File: src/rtl/mem_pkg.sv
// Shared types and constants for the I/D memory arbiter.
// Default widths match the core's word and cache-line sizes.
package mem_pkg;

   localparam int WORD_SIZE_DEF    = 32;
   localparam int LINE_SIZE_DEF    = 128;
   localparam int LINE_OFFSET_BITS = $clog2(LINE_SIZE_DEF / 8);

   typedef enum logic [1:0] {SRC_I, SRC_DR, SRC_DW} src_e;
   typedef enum logic       {IDLE, WAIT}             state_e;

   function automatic logic [WORD_SIZE_DEF-1:0] line_align(input logic [WORD_SIZE_DEF-1:0] a);
      return {a[WORD_SIZE_DEF-1:LINE_OFFSET_BITS], {LINE_OFFSET_BITS{1'b0}}};
   endfunction

endpackage

File: src/rtl/mem_arbiter_if.sv
// Core-side request/response and memory-side bus of the arbiter.
// slave = arbiter view, master = the core/memory environment.
interface mem_arbiter_if
   import mem_pkg::*;
#(
   parameter int WORD_SIZE = WORD_SIZE_DEF,
   parameter int LINE_SIZE = LINE_SIZE_DEF
);
   logic                 i_read;
   logic [WORD_SIZE-1:0] i_addr;
   logic                 i_res;
   logic [LINE_SIZE-1:0] i_res_data;
   logic [WORD_SIZE-1:0] i_res_addr;
   logic                 d_read;
   logic [WORD_SIZE-1:0] d_addr;
   logic                 d_res;
   logic [LINE_SIZE-1:0] d_res_data;
   logic [WORD_SIZE-1:0] d_res_addr;
   logic                 d_wenable;
   logic [LINE_SIZE-1:0] d_w_data;
   logic [WORD_SIZE-1:0] d_w_addr;
   logic                 m_req;
   logic                 m_we;
   logic [WORD_SIZE-1:0] m_addr;
   logic [LINE_SIZE-1:0] m_wdata;
   logic                 m_res;
   logic [LINE_SIZE-1:0] m_rdata;
   logic                 overflow;

   modport slave (
      input  i_read, i_addr, d_read, d_addr, d_wenable, d_w_data, d_w_addr, m_res, m_rdata,
      output i_res, i_res_data, i_res_addr, d_res, d_res_data, d_res_addr,
             m_req, m_we, m_addr, m_wdata, overflow
   );

   modport master (
      output i_read, i_addr, d_read, d_addr, d_wenable, d_w_data, d_w_addr, m_res, m_rdata,
      input  i_res, i_res_data, i_res_addr, d_res, d_res_data, d_res_addr,
             m_req, m_we, m_addr, m_wdata, overflow
   );
endinterface

File: src/rtl/req_slot.sv
// One-deep pending request register: line-aligned address, optional line data,
// refill allowed in the cycle the slot is granted, overflow flagged otherwise.
module req_slot #(
   parameter int ADDR_W   = 32,
   parameter int DATA_W   = 128,
   parameter int OFF_BITS = 4,
   parameter bit HAS_DATA = 1'b1
) (
   input  logic              clk,
   input  logic              rst,
   input  logic              set_i,
   input  logic              clr_i,
   input  logic [ADDR_W-1:0] addr_i,
   input  logic [DATA_W-1:0] data_i,
   output logic              valid_o,
   output logic [ADDR_W-1:0] addr_o,
   output logic [DATA_W-1:0] data_o,
   output logic              ovf_o
);
   localparam logic [ADDR_W-1:0] ALIGN_MASK = {{(ADDR_W-OFF_BITS){1'b1}}, {OFF_BITS{1'b0}}};

   logic              valid_q, valid_d;
   logic [ADDR_W-1:0] addr_q, addr_d;
   logic              accept;

   assign accept = set_i && (!valid_q || clr_i);
   assign ovf_o  = set_i && valid_q && !clr_i;

   // NOTE: every always_comb output gets its hold value first, so no path infers a latch.
   always_comb begin
      valid_d = valid_q;
      addr_d  = addr_q;
      if (clr_i)  valid_d = 1'b0;
      if (accept) begin
         valid_d = 1'b1;
         addr_d  = addr_i & ALIGN_MASK;
      end
   end

   // NOTE: state updates use non-blocking assignments so all flops sample pre-edge values.
   always_ff @(posedge clk or posedge rst) begin
      if (rst) begin
         valid_q <= 1'b0;
         addr_q  <= '0;
      end else begin
         valid_q <= valid_d;
         addr_q  <= addr_d;
      end
   end

   if (HAS_DATA) begin : g_data
      logic [DATA_W-1:0] data_q;
      // NOTE: the data register is reset too, so a never-written slot reads as zero.
      always_ff @(posedge clk or posedge rst) begin
         if (rst)         data_q <= '0;
         else if (accept) data_q <= data_i;
      end
      assign data_o = data_q;
   end else begin : g_no_data
      logic unused_data;
      assign unused_data = ^data_i;
      assign data_o      = '0;
   end

   assign valid_o = valid_q;
   assign addr_o  = addr_q;

endmodule

File: src/rtl/mem_arbiter.sv
// Serialises I-cache reads, D-cache reads and D-cache writebacks onto one
// line-wide memory port, one transaction in flight, round-robin I vs D group.
module mem_arbiter
   import mem_pkg::*;
#(
   parameter int WORD_SIZE = WORD_SIZE_DEF,
   parameter int LINE_SIZE = LINE_SIZE_DEF
) (
   input  logic         clk,
   input  logic         rst,
   mem_arbiter_if.slave bus
);
   localparam int OFF_BITS = $clog2(LINE_SIZE / 8);

   logic                 pi_valid, pdr_valid, pdw_valid;
   logic [WORD_SIZE-1:0] pi_addr, pdr_addr, pdw_addr;
   logic [LINE_SIZE-1:0] pdw_data;
   logic                 pi_data_unused, pdr_data_unused;
   logic                 ovf_i, ovf_dr, ovf_dw;
   logic                 clr_i, clr_dr, clr_dw;

   state_e               state_q, state_d;
   src_e                 src_q, src_d;
   logic [WORD_SIZE-1:0] addr_q, addr_d;
   logic                 rr_d_q, rr_d_d;  // 1: D group is favoured at the next contested grant
   logic                 overflow_q;

   logic                 m_req_c, m_we_c;
   logic [WORD_SIZE-1:0] m_addr_c;
   logic [LINE_SIZE-1:0] m_wdata_c;
   logic                 i_cap, d_cap;

   logic                 i_res_q, d_res_q;
   logic [LINE_SIZE-1:0] i_res_data_q, d_res_data_q;
   logic [WORD_SIZE-1:0] i_res_addr_q, d_res_addr_q;

   req_slot #(.ADDR_W(WORD_SIZE), .DATA_W(1), .OFF_BITS(OFF_BITS), .HAS_DATA(1'b0)) u_pi (
      .clk(clk), .rst(rst), .set_i(bus.i_read), .clr_i(clr_i), .addr_i(bus.i_addr),
      .data_i(1'b0), .valid_o(pi_valid), .addr_o(pi_addr), .data_o(pi_data_unused), .ovf_o(ovf_i));

   req_slot #(.ADDR_W(WORD_SIZE), .DATA_W(1), .OFF_BITS(OFF_BITS), .HAS_DATA(1'b0)) u_pdr (
      .clk(clk), .rst(rst), .set_i(bus.d_read), .clr_i(clr_dr), .addr_i(bus.d_addr),
      .data_i(1'b0), .valid_o(pdr_valid), .addr_o(pdr_addr), .data_o(pdr_data_unused), .ovf_o(ovf_dr));

   req_slot #(.ADDR_W(WORD_SIZE), .DATA_W(LINE_SIZE), .OFF_BITS(OFF_BITS), .HAS_DATA(1'b1)) u_pdw (
      .clk(clk), .rst(rst), .set_i(bus.d_wenable), .clr_i(clr_dw), .addr_i(bus.d_w_addr),
      .data_i(bus.d_w_data), .valid_o(pdw_valid), .addr_o(pdw_addr), .data_o(pdw_data), .ovf_o(ovf_dw));

   always_comb begin
      state_d   = state_q;
      src_d     = src_q;
      addr_d    = addr_q;
      rr_d_d    = rr_d_q;
      clr_i     = 1'b0;
      clr_dr    = 1'b0;
      clr_dw    = 1'b0;
      m_req_c   = 1'b0;
      m_we_c    = 1'b0;
      m_addr_c  = '0;
      m_wdata_c = '0;
      i_cap     = 1'b0;
      d_cap     = 1'b0;
      unique case (state_q)
         IDLE: begin
            if (pi_valid && (!(pdw_valid || pdr_valid) || !rr_d_q)) begin
               m_req_c  = 1'b1;
               m_addr_c = pi_addr;
               clr_i    = 1'b1;
               src_d    = SRC_I;
               rr_d_d   = 1'b1;
            end else if (pdw_valid) begin
               // Writeback ahead of the D read keeps read-after-writeback coherent.
               m_req_c   = 1'b1;
               m_we_c    = 1'b1;
               m_addr_c  = pdw_addr;
               m_wdata_c = pdw_data;
               clr_dw    = 1'b1;
               src_d     = SRC_DW;
               rr_d_d    = 1'b0;
            end else if (pdr_valid) begin
               m_req_c  = 1'b1;
               m_addr_c = pdr_addr;
               clr_dr   = 1'b1;
               src_d    = SRC_DR;
               rr_d_d   = 1'b0;
            end
            if (m_req_c) begin
               addr_d  = m_addr_c;
               state_d = WAIT;
            end
         end
         WAIT: begin
            if (bus.m_res) begin
               i_cap   = (src_q == SRC_I);
               d_cap   = (src_q == SRC_DR);
               state_d = IDLE;
            end
         end
         default: state_d = IDLE;
      endcase
   end

   always_ff @(posedge clk or posedge rst) begin
      if (rst) begin
         state_q      <= IDLE;
         src_q        <= SRC_I;
         addr_q       <= '0;
         rr_d_q       <= 1'b0;
         overflow_q   <= 1'b0;
         i_res_q      <= 1'b0;
         i_res_data_q <= '0;
         i_res_addr_q <= '0;
         d_res_q      <= 1'b0;
         d_res_data_q <= '0;
         d_res_addr_q <= '0;
      end else begin
         state_q    <= state_d;
         src_q      <= src_d;
         addr_q     <= addr_d;
         rr_d_q     <= rr_d_d;
         overflow_q <= overflow_q | ovf_i | ovf_dr | ovf_dw;
         i_res_q    <= i_cap;
         d_res_q    <= d_cap;
         if (i_cap) begin
            i_res_data_q <= bus.m_rdata;
            i_res_addr_q <= addr_q;
         end
         if (d_cap) begin
            d_res_data_q <= bus.m_rdata;
            d_res_addr_q <= addr_q;
         end
      end
   end

   assign bus.m_req      = m_req_c;
   assign bus.m_we       = m_we_c;
   assign bus.m_addr     = m_addr_c;
   assign bus.m_wdata    = m_wdata_c;
   assign bus.i_res      = i_res_q;
   assign bus.i_res_data = i_res_data_q;
   assign bus.i_res_addr = i_res_addr_q;
   assign bus.d_res      = d_res_q;
   assign bus.d_res_data = d_res_data_q;
   assign bus.d_res_addr = d_res_addr_q;
   assign bus.overflow   = overflow_q;

endmodule

File: src/flat_wrapper.sv
// flat-port wrapper written by rule: the top's interface ports become plain ports
module mem_arbiter_flat import mem_pkg::*;
#(
   parameter int WORD_SIZE = WORD_SIZE_DEF,
   parameter int LINE_SIZE = LINE_SIZE_DEF
)
  (clk, rst, bus_i_read, bus_i_addr, bus_d_read, bus_d_addr, bus_d_wenable, bus_d_w_data, bus_d_w_addr, bus_m_res, bus_m_rdata, bus_i_res, bus_i_res_data, bus_i_res_addr, bus_d_res, bus_d_res_data, bus_d_res_addr, bus_m_req, bus_m_we, bus_m_addr, bus_m_wdata, bus_overflow);
  mem_arbiter_if #(.WORD_SIZE(WORD_SIZE), .LINE_SIZE(LINE_SIZE)) bus_i ();
  input  logic clk;
  input  logic rst;
  input wire logic [$bits(bus_i.i_read)-1:0] bus_i_read;
  input wire logic [$bits(bus_i.i_addr)-1:0] bus_i_addr;
  input wire logic [$bits(bus_i.d_read)-1:0] bus_d_read;
  input wire logic [$bits(bus_i.d_addr)-1:0] bus_d_addr;
  input wire logic [$bits(bus_i.d_wenable)-1:0] bus_d_wenable;
  input wire logic [$bits(bus_i.d_w_data)-1:0] bus_d_w_data;
  input wire logic [$bits(bus_i.d_w_addr)-1:0] bus_d_w_addr;
  input wire logic [$bits(bus_i.m_res)-1:0] bus_m_res;
  input wire logic [$bits(bus_i.m_rdata)-1:0] bus_m_rdata;
  output wire logic [$bits(bus_i.i_res)-1:0] bus_i_res;
  output wire logic [$bits(bus_i.i_res_data)-1:0] bus_i_res_data;
  output wire logic [$bits(bus_i.i_res_addr)-1:0] bus_i_res_addr;
  output wire logic [$bits(bus_i.d_res)-1:0] bus_d_res;
  output wire logic [$bits(bus_i.d_res_data)-1:0] bus_d_res_data;
  output wire logic [$bits(bus_i.d_res_addr)-1:0] bus_d_res_addr;
  output wire logic [$bits(bus_i.m_req)-1:0] bus_m_req;
  output wire logic [$bits(bus_i.m_we)-1:0] bus_m_we;
  output wire logic [$bits(bus_i.m_addr)-1:0] bus_m_addr;
  output wire logic [$bits(bus_i.m_wdata)-1:0] bus_m_wdata;
  output wire logic [$bits(bus_i.overflow)-1:0] bus_overflow;
  assign bus_i.i_read = bus_i_read;
  assign bus_i.i_addr = bus_i_addr;
  assign bus_i.d_read = bus_d_read;
  assign bus_i.d_addr = bus_d_addr;
  assign bus_i.d_wenable = bus_d_wenable;
  assign bus_i.d_w_data = bus_d_w_data;
  assign bus_i.d_w_addr = bus_d_w_addr;
  assign bus_i.m_res = bus_m_res;
  assign bus_i.m_rdata = bus_m_rdata;
  assign bus_i_res = bus_i.i_res;
  assign bus_i_res_data = bus_i.i_res_data;
  assign bus_i_res_addr = bus_i.i_res_addr;
  assign bus_d_res = bus_i.d_res;
  assign bus_d_res_data = bus_i.d_res_data;
  assign bus_d_res_addr = bus_i.d_res_addr;
  assign bus_m_req = bus_i.m_req;
  assign bus_m_we = bus_i.m_we;
  assign bus_m_addr = bus_i.m_addr;
  assign bus_m_wdata = bus_i.m_wdata;
  assign bus_overflow = bus_i.overflow;
  mem_arbiter #(.WORD_SIZE(WORD_SIZE), .LINE_SIZE(LINE_SIZE)) u_core (.clk(clk), .rst(rst), .bus(bus_i));
endmodule
File: config.mk
export PLATFORM = sky130hd
export DESIGN_NAME = mem_arbiter_flat
export DESIGN_NICKNAME = d
export VERILOG_FILES = /design/src/rtl/mem_pkg.sv /design/src/rtl/mem_arbiter_if.sv /design/src/rtl/req_slot.sv /design/src/rtl/mem_arbiter.sv /design/src/flat_wrapper.sv
export SDC_FILE = /design/constraint.sdc
export NUM_CORES = 1
export LEC_CHECK = 0
export BUFFER_PORTS_ARGS = -buffer_cell sky130_fd_sc_hd__buf_2
export CAP_MARGIN = 20
export CORE_AREA = 2 2 325 327
export DETAILED_ROUTE_END_ITERATION = 12
export DIE_AREA = 0 0 327 329
export SLEW_MARGIN = 20
export SYNTH_ARGS = -nofsm -noshare
export SYNTH_HDL_FRONTEND = slang
export SYNTH_HIERARCHICAL = 1
export SYNTH_SLANG_ARGS = --single-unit
File: constraint.sdc
create_clock -name clk -period 14.85 [get_ports clk]
set_clock_uncertainty 0.05 [all_clocks]
set_input_delay 2.97 -clock clk [delete_from_list [all_inputs] [get_ports clk]]
set_output_delay 2.97 -clock clk [all_outputs]
set_load 0.02 [all_outputs]
# ---- Yosys cells after proc, flatten, opt, wreduce, memory -nomap -nowiden
# Index checks and enable logic that the tools add are counted.
dict set report totals {
  regBits 574
  out_inout_bits 485
  elab_cells 92
}
dict set report classes {
  eq_ne 1
  mux 39
  n_bitwise 4
  n_reduce_logical 30
}
# op count
set op_table {}
lappend op_table {{128-bit two-way mux} 3}
lappend op_table {{32-bit two-way mux} 4}
lappend op_table {{1-bit two-way mux} 28}
lappend op_table {{1-bit logical AND} 10}
lappend op_table {{1-bit zero test} 8}
lappend op_table {{2-bit two-way mux} 3}
lappend op_table {{2-bit nonzero test} 3}
lappend op_table {{1-bit logical OR} 5}
lappend op_table {{2-bit AND reduction} 2}
lappend op_table {{1-bit bitwise OR} 3}
lappend op_table {{3-bit nonzero test} 1}
lappend op_table {{2-bit by 1-bit == test with 1-bit output (second input constant)} 1}
lappend op_table {{2-bit zero test} 1}
lappend op_table {{1-bit one-hot mux with 2 select lines} 1}
lappend op_table {{1-bit NOT} 1}

# ---- Logic depth before layout (Yosys ltp)
# Gate-level depths: netlist of the first run.
dict set report logic_depth {
  depth_word 11
  ltp_mapped 9
}

# ---- Modules after synthesis
# The synthesis of the first run kept the hierarchy.
# module instances cells_per_inst area_per_inst_um2 seq_area_each_um2
set modules_own_cells {}
lappend modules_own_cells {mem_arbiter 1 1109 14979.4 8983.6}
lappend modules_own_cells {{req_slot at u_core.u_pdw} 1 341 6465.0 3928.8}
lappend modules_own_cells {{req_slot at u_core.u_pdr ...} 2 71 1219.9 725.7}

# ---- Worst setup path before layout of the first run
# Ideal clock, no wire load.
dict set report synth_timing {
  path_kind {flip-flop to output port}
  from {register u_core.u_pdr.valid_q, in the netlist u_core/u_pdr/valid_o}
  to {output bus_m_addr[31]}
  arrival_ps 1691
  path_slack_ps 10139
  stages_incl_launch_ff 5
  n_path_buf 1
  cell_sequence {dfrtp_1 -> o21ai_1 -> clkbuf_1 -> a222oi_1 -> nor3_1}
}
dict set report synth_via {
  elab_chain_len 6
  elab_cells_between_ends 8
  cone_classes {mux (4); reduce/logical (4)}
}
# item line
set synth_rtl {}
lappend synth_rtl {{from (decl)} req_slot.sv:22} ;# logic valid_q, valid_d;
lappend synth_rtl {{from (signal assigned)} req_slot.sv:46} ;# valid_q <= valid_d;
lappend synth_rtl {{1-bit logical OR} mem_arbiter.sv:65} ;# if (pi_valid && (!(pdw_valid || pdr_valid) || !rr_d_q)) begin
lappend synth_rtl {{1-bit zero test} mem_arbiter.sv:65}
lappend synth_rtl {{1-bit logical OR} mem_arbiter.sv:65}
lappend synth_rtl {{1-bit logical AND} mem_arbiter.sv:65}
lappend synth_rtl {{32-bit two-way mux (*)} mem_arbiter.sv:65}
lappend synth_rtl {{32-bit two-way mux (*)} mem_arbiter.sv:63} ;# unique case (state_q)
lappend synth_rtl {{to (decl)} flat_wrapper.sv:28} ;# output wire logic [$bits(bus_i.m_addr)-1:0] bus_m_addr;
# Every way passes the cells marked *; elsewhere a longest branch is shown, timed or not.

# ---- Worst setup path after layout of the first run
dict set report layout_timing {
  from {register u_core.u_pdw.valid_q, in the netlist u_core/u_pdw/valid_o}
  to {output bus_m_addr[5]}
}
dict set report layout_via {
  elab_chain_len 6
  elab_cells_between_ends 7
  cone_classes {mux (3); reduce/logical (4)}
}
# item line
set layout_rtl {}
lappend layout_rtl {{from (decl)} req_slot.sv:22}
lappend layout_rtl {{from (signal assigned)} req_slot.sv:46}
lappend layout_rtl {{1-bit logical OR} mem_arbiter.sv:65}
lappend layout_rtl {{1-bit zero test} mem_arbiter.sv:65}
lappend layout_rtl {{1-bit logical OR} mem_arbiter.sv:65}
lappend layout_rtl {{1-bit logical AND} mem_arbiter.sv:65}
lappend layout_rtl {{32-bit two-way mux (*)} mem_arbiter.sv:65}
lappend layout_rtl {{32-bit two-way mux (*)} mem_arbiter.sv:63}
# Marks and branches as above.

==> impl_metrics.toml, run 1 <==
[route]
top_layer_used = "met5"
wl_met2_mm = 42.6
vias = 16500
drc = 0
drt_iter0_drc = 1049
ant_nets = 0
wl_met3_mm = 8.49
wl_met1_mm = 35.1
via_per_inst = 4.27
wire_per_inst_um = 23.4
drt_wl_total_mm = 90.5
dr.pass1.iters = 7

[power_and_ir_drop]
vdd_drop_max_uv = 101
power.leakage_nw = 16.1
total_power_mw = 6.80
p_per_area_mw_per_mm2 = 214

[yosys]
ys_warn_count = 6
synthesis.area_sq_mm = 0.0239
avgSynthCellArea_sq_um = 15.0
syn_inst = 1589

[sta]
timing.hold.ws_ps = 420
period_share_pct = 44.7
finalSetupTns_ps = 0
setup_slack_ps = 8210
fin_crit_ps = 6640
relSlewSlack_pct = 24.9
grt_setup_unrepaired = "no"
max_clock_freq_ghz = 0.151
finalHoldViolations = 0
worst_slew_pin_slew_ps = 1130
setup_viol = 0
slew_viol_final = 0

[final_layout]
drive_gt1_share_pct = 56.6
stdcell_count = 3868
layout.nets = 2761
final_area_sq_mm = 0.0318
area_growth_pct = 33.3
final_util_pct = 30.5

[clocking]
cts-resized-gates = 0
clockRootBuffer = "clkbuf_16"
cts_tree = "built"
htree_num_levels = 3
clock_latency_ps = 630
cts_buffers = 70
cts_sinks = 574
cts_setup_buffers = 0
cts_hold_buffers = 0
cts_max_path_buffers = 3
cts.clk_slew.worst_paths_ps = 60

[flow_run]
maxCapViolations = 0

[placed_design]
pre_cts_ws_ps = 8820
place_inst = 3722
portBuffers = 830
gp_congestion = 0.824
place_area_sq_mm = 0.0293
hpwl_mm = 69.6

[global_routing]
grt_max_degree = 160
grt_pass1_wl_mm = 125
antenna_found_initial = 66
globalRouteTotalUtil_pct = 16.3
grt_pass1_vias = 16500
grt_overflow = 0

[critical_path]
crit_path_cell_trace = "buf_4, o21ai_4, buf_4, a222oi_1, nor3_1, buf_2"
end_kind = "primary output"
slowest_delay_ps = 650
crit_required_ps = 11830
timing.rr.start = "u_core/u_pi/valid_o$_DFFE_PP0P_"
cp.arrival_ps = 3620
worstRegToRegCells = 8
rrSetupSlack_ps = 10180
critPathLaunchType = "register"
cpMostUsedCell = "buf_4"
critical_path_class = "reg -> out"
reg2reg_to = "u_core/u_pdw/data_o[35]$_DFFE_PP0P_"
slowest_stage = "o21ai_4"
crit_fanout = 34

[floorplan]
rows = 119
die_x_um = 327
dieHeight_um = 329
start_util_pct = 22.9
core_sq_mm = 0.104
io_pins = 843
die_area_sq_mm = 0.108

[hold_path]
min_from = "u_core/bus.d_res_addr[13]$_DFFE_PP0P_"
min_path_type = "reg -> reg"
min_to = "u_core/bus.d_res_addr[13]$_DFFE_PP0P_"
hold_path_depth = 2

[run_status]
outcome = "finished clean"
-- per-layer routing --
layer	GRT usage (%)	vias to the layer above
li1	-	7256
met1	18.9	8221
met2	26.7	771
met3	6.14	217
met4	7.20	38
met5	0	-
-- where the power goes --
group | internal, mW | switching [mW]
combinational | 1.04 | 1.31
sequential | 2.25 | 0.433
clock | 1.08 | 0.705
-- how the worst max path moves through the flow --
stage                                           from                      endpoint  slack, ps
floorplan                                        rst  u_core/addr_q[0]$_DFFE_PP0P_       1870
global placement    u_core/u_pdw/valid_o$_DFFE_PP0P_                 bus_m_addr[5]       8830
detailed placement  u_core/u_pdw/valid_o$_DFFE_PP0P_                 bus_m_addr[5]       8820
CTS                 u_core/u_pdw/valid_o$_DFFE_PP0P_                 bus_m_addr[5]       8110
global route        u_core/u_pdw/valid_o$_DFFE_PP0P_                 bus_m_addr[5]       8080
finish              u_core/u_pdw/valid_o$_DFFE_PP0P_                 bus_m_addr[5]       8210
-- area by class of cell --
class | instances | area (sq um)
antenna | 18 | 45.0
clock buffer | 103 | 2060
clock inverter | 25 | 365
fill | 10600 | 72600
inverter | 42 | 170
multi-input combinational | 865 | 8720
sequential | 574 | 14400
tap | 1391 | 1740
timing repair buffer | 850 | 4330
-- critical path: cells and delay by family (launching register included) --
family          cells  cell delay, ps
compound gates      2             820
buf+inv             3            1060
flops               1             460
simple gates        1             620
-- state kept, by name, summed over array words and instances, names as in the netlist, 28 cells and up --
register / flops
u_core/bus.d_res_data: 128
u_core/u_pdr/addr_o: 28
u_core/u_pdw/data_o: 128
u_core/bus.i_res_addr: 32
u_core/bus.i_res_data: 128
u_core/u_pi/addr_o: 28
u_core/bus.d_res_addr: 32
u_core/addr_q: 32
u_core/u_pdw/addr_o: 28
-- layout by cell type (no fill, tap or decap), drive strengths merged, types with 35 or more instances in the layout --
cell / n
nor3: 35
mux2: 501
inv: 49
and2: 128
dfrtp: 574
nand2: 39
o21ai: 36
clkbuf: 103
buf: 850
Note: power is estimated with default switching activity, not from simulation.
==> inputs of run 2 (changes only) <==
Clock period 14.85 ns to 5.8 ns, I/O delays scaled along.
==> impl_metrics.toml, run 2 (synthesis results as in run 1) <==
[run_status]
outcome = "finished clean"

[final_layout]
mostFrequentLayoutCell = "buf_2"
final_cell_mix = "830 x buf_2, 571 x dfrtp_1, 232 x mux2_2"
final_area_sq_mm = 0.0316
final_util_pct = 30.3
layout.nets = 2760
drive_gt1_share_pct = 56.5
area_growth_pct = 32.6

[critical_path]
end_kind = "primary output"
critical_path_class = "reg -> out"
timing.rr.start = "u_core/u_pdw/valid_o$_DFFE_PP0P_"
crit_required_ps = 4590
worstRegToRegCells = 8
endpoint = "bus_m_addr[18]"
critPathLaunch = "u_core/u_pdw/valid_o$_DFFE_PP0P_"
reg2reg_to = "u_core/u_pdw/addr_o[15]$_DFFE_PP0P_"
critPathLaunchType = "register"
cp.arrival_ps = 3470
rrSetupSlack_ps = 2090
crit_fanout = 23

[floorplan]
rows = 119
die_area_sq_mm = 0.108
start_util_pct = 22.9
core_sq_mm = 0.104
dieHeight_um = 329
io_pins = 843
die_x_um = 327

[global_routing]
grt_pass1_wl_mm = 125
grtUsageMet2_pct = 27.3
globalRouteTotalUtil_pct = 16.2
antenna_found_initial = 55
grt_overflow = 0
grt_pass1_vias = 16600
use_met1_pct = 19.4
grt_max_degree = 137
grt_busiest_layer = "met2"
grt_use_met3_pct = 5.46

[clocking]
cts_setup_buffers = 0
cts_sinks = 574
cts_hold_buffers = 0
cts_max_path_buffers = 3
clockRootBuffer = "clkbuf_16"
cts-resized-gates = 0
cts.clk_slew.worst_paths_ps = 60
htree_num_levels = 3
cts_tree = "built"
clock_latency_ps = 620
cts_buffers = 68

[placed_design]
pre_cts_ws_ps = 1680
hpwl_mm = 68.6
gp_congestion = 0.830
place_area_sq_mm = 0.0294
portBuffers = 830

[sta]
finalHoldViolations = 0
setup_viol = 0
timing.hold.ws_ps = 423
slew_viol_final = 0
fin_crit_ps = 4680
max_clock_freq_ghz = 0.214
setup_slack_ps = 1120
period_share_pct = 80.7
worst_slew_pin_slew_ps = 1030
grt_setup_unrepaired = "no"
relSlewSlack_pct = 31.4

[route]
vias = 16300
wire_per_inst_um = 23.3
ant_nets = 0
via_per_inst = 4.24
drc = 0
drt_iter0_drc = 991
dr.pass1.iters = 7
drt_wl_total_mm = 89.8

[power_and_ir_drop]
power.leakage_nw = 16.0
vdd_drop_max_uv = 278
total_power_mw = 17.1
p_per_area_mw_per_mm2 = 542

[flow_run]
maxCapViolations = 0

[hold_path]
min_from = "u_core/bus.d_res_addr[13]$_DFFE_PP0P_"
min_path_type = "reg -> reg"
[run 2: cell count changes in the layout (fill, tap and decap cells not counted), moves of 2 or more]
cell,change
buf_12,+6
buf_4,-5
bufinv_16,-5
clkinv_4,+2
diode_2,-12
inv_6,-4
[run 2: how the worst min path moves through the flow]
stage,end,slack [ps],cells past startpoint
final,u_core/bus.d_res_addr[13]$_DFFE_PP0P_,420,2
after global routing,u_core/bus.i_res_data[25]$_DFFE_PP0P_,440,1
after CTS,u_core/bus.d_res_addr[13]$_DFFE_PP0P_,430,2
after detailed placement,u_core/bus.d_res_addr[3]$_DFFE_PP0P_,420,2
after global placement,u_core/bus.d_res_addr[26]$_DFFE_PP0P_,410,2
after floorplan,u_core/u_pdw/data_o[35]$_DFFE_PP0P_,420,1
[run 2: per-layer routing]
layer | wire [um] | part of all wire (%) | vias up
li1 | - | - | 7242
met1 | 36000 | 40 | 8114
met2 | 43100 | 48 | 743
met3 | 7430 | 8.3 | 202
met4 | 3100 | 3.5 | 32
met5 | 207 | 0.23 | -
[run 2: layout make-up]
class | count | area, sq um
multi-input combinational | 865 | 8720
fill | 10600 | 72700
inverter | 42 | 166
sequential | 574 | 14400
clock inverter | 17 | 174
tap | 1391 | 1740
timing repair buffer | 851 | 4410
antenna | 6 | 15.0
clock buffer | 103 | 2040
[run 2: power by group]
| part | internal [mW] | switching (mW) | leakage [nW] |
|---|---|---|---|
| combinational | 2.66 | 3.30 | 7.93 |
| clock | 2.48 | 1.78 | 1.08 |
| sequential | 5.75 | 1.16 | 7.01 |
[run 2: per-stage QoR]
step                      std cells  setup TNS, ps
after detailed placement       3723              0
after global routing           3846              0
after CTS                      3843              0
final                          3849              0
after floorplan                1598         -79800
after global placement         3723              0
[run 2: critical path, cell delays in order, from the launching register on]
cell and delay [ps]:
dfrtp_2 660, buf_4 430, o21a_2 670, buf_4 350
nor3b_1 90, nor3_1 370, buf_2 260
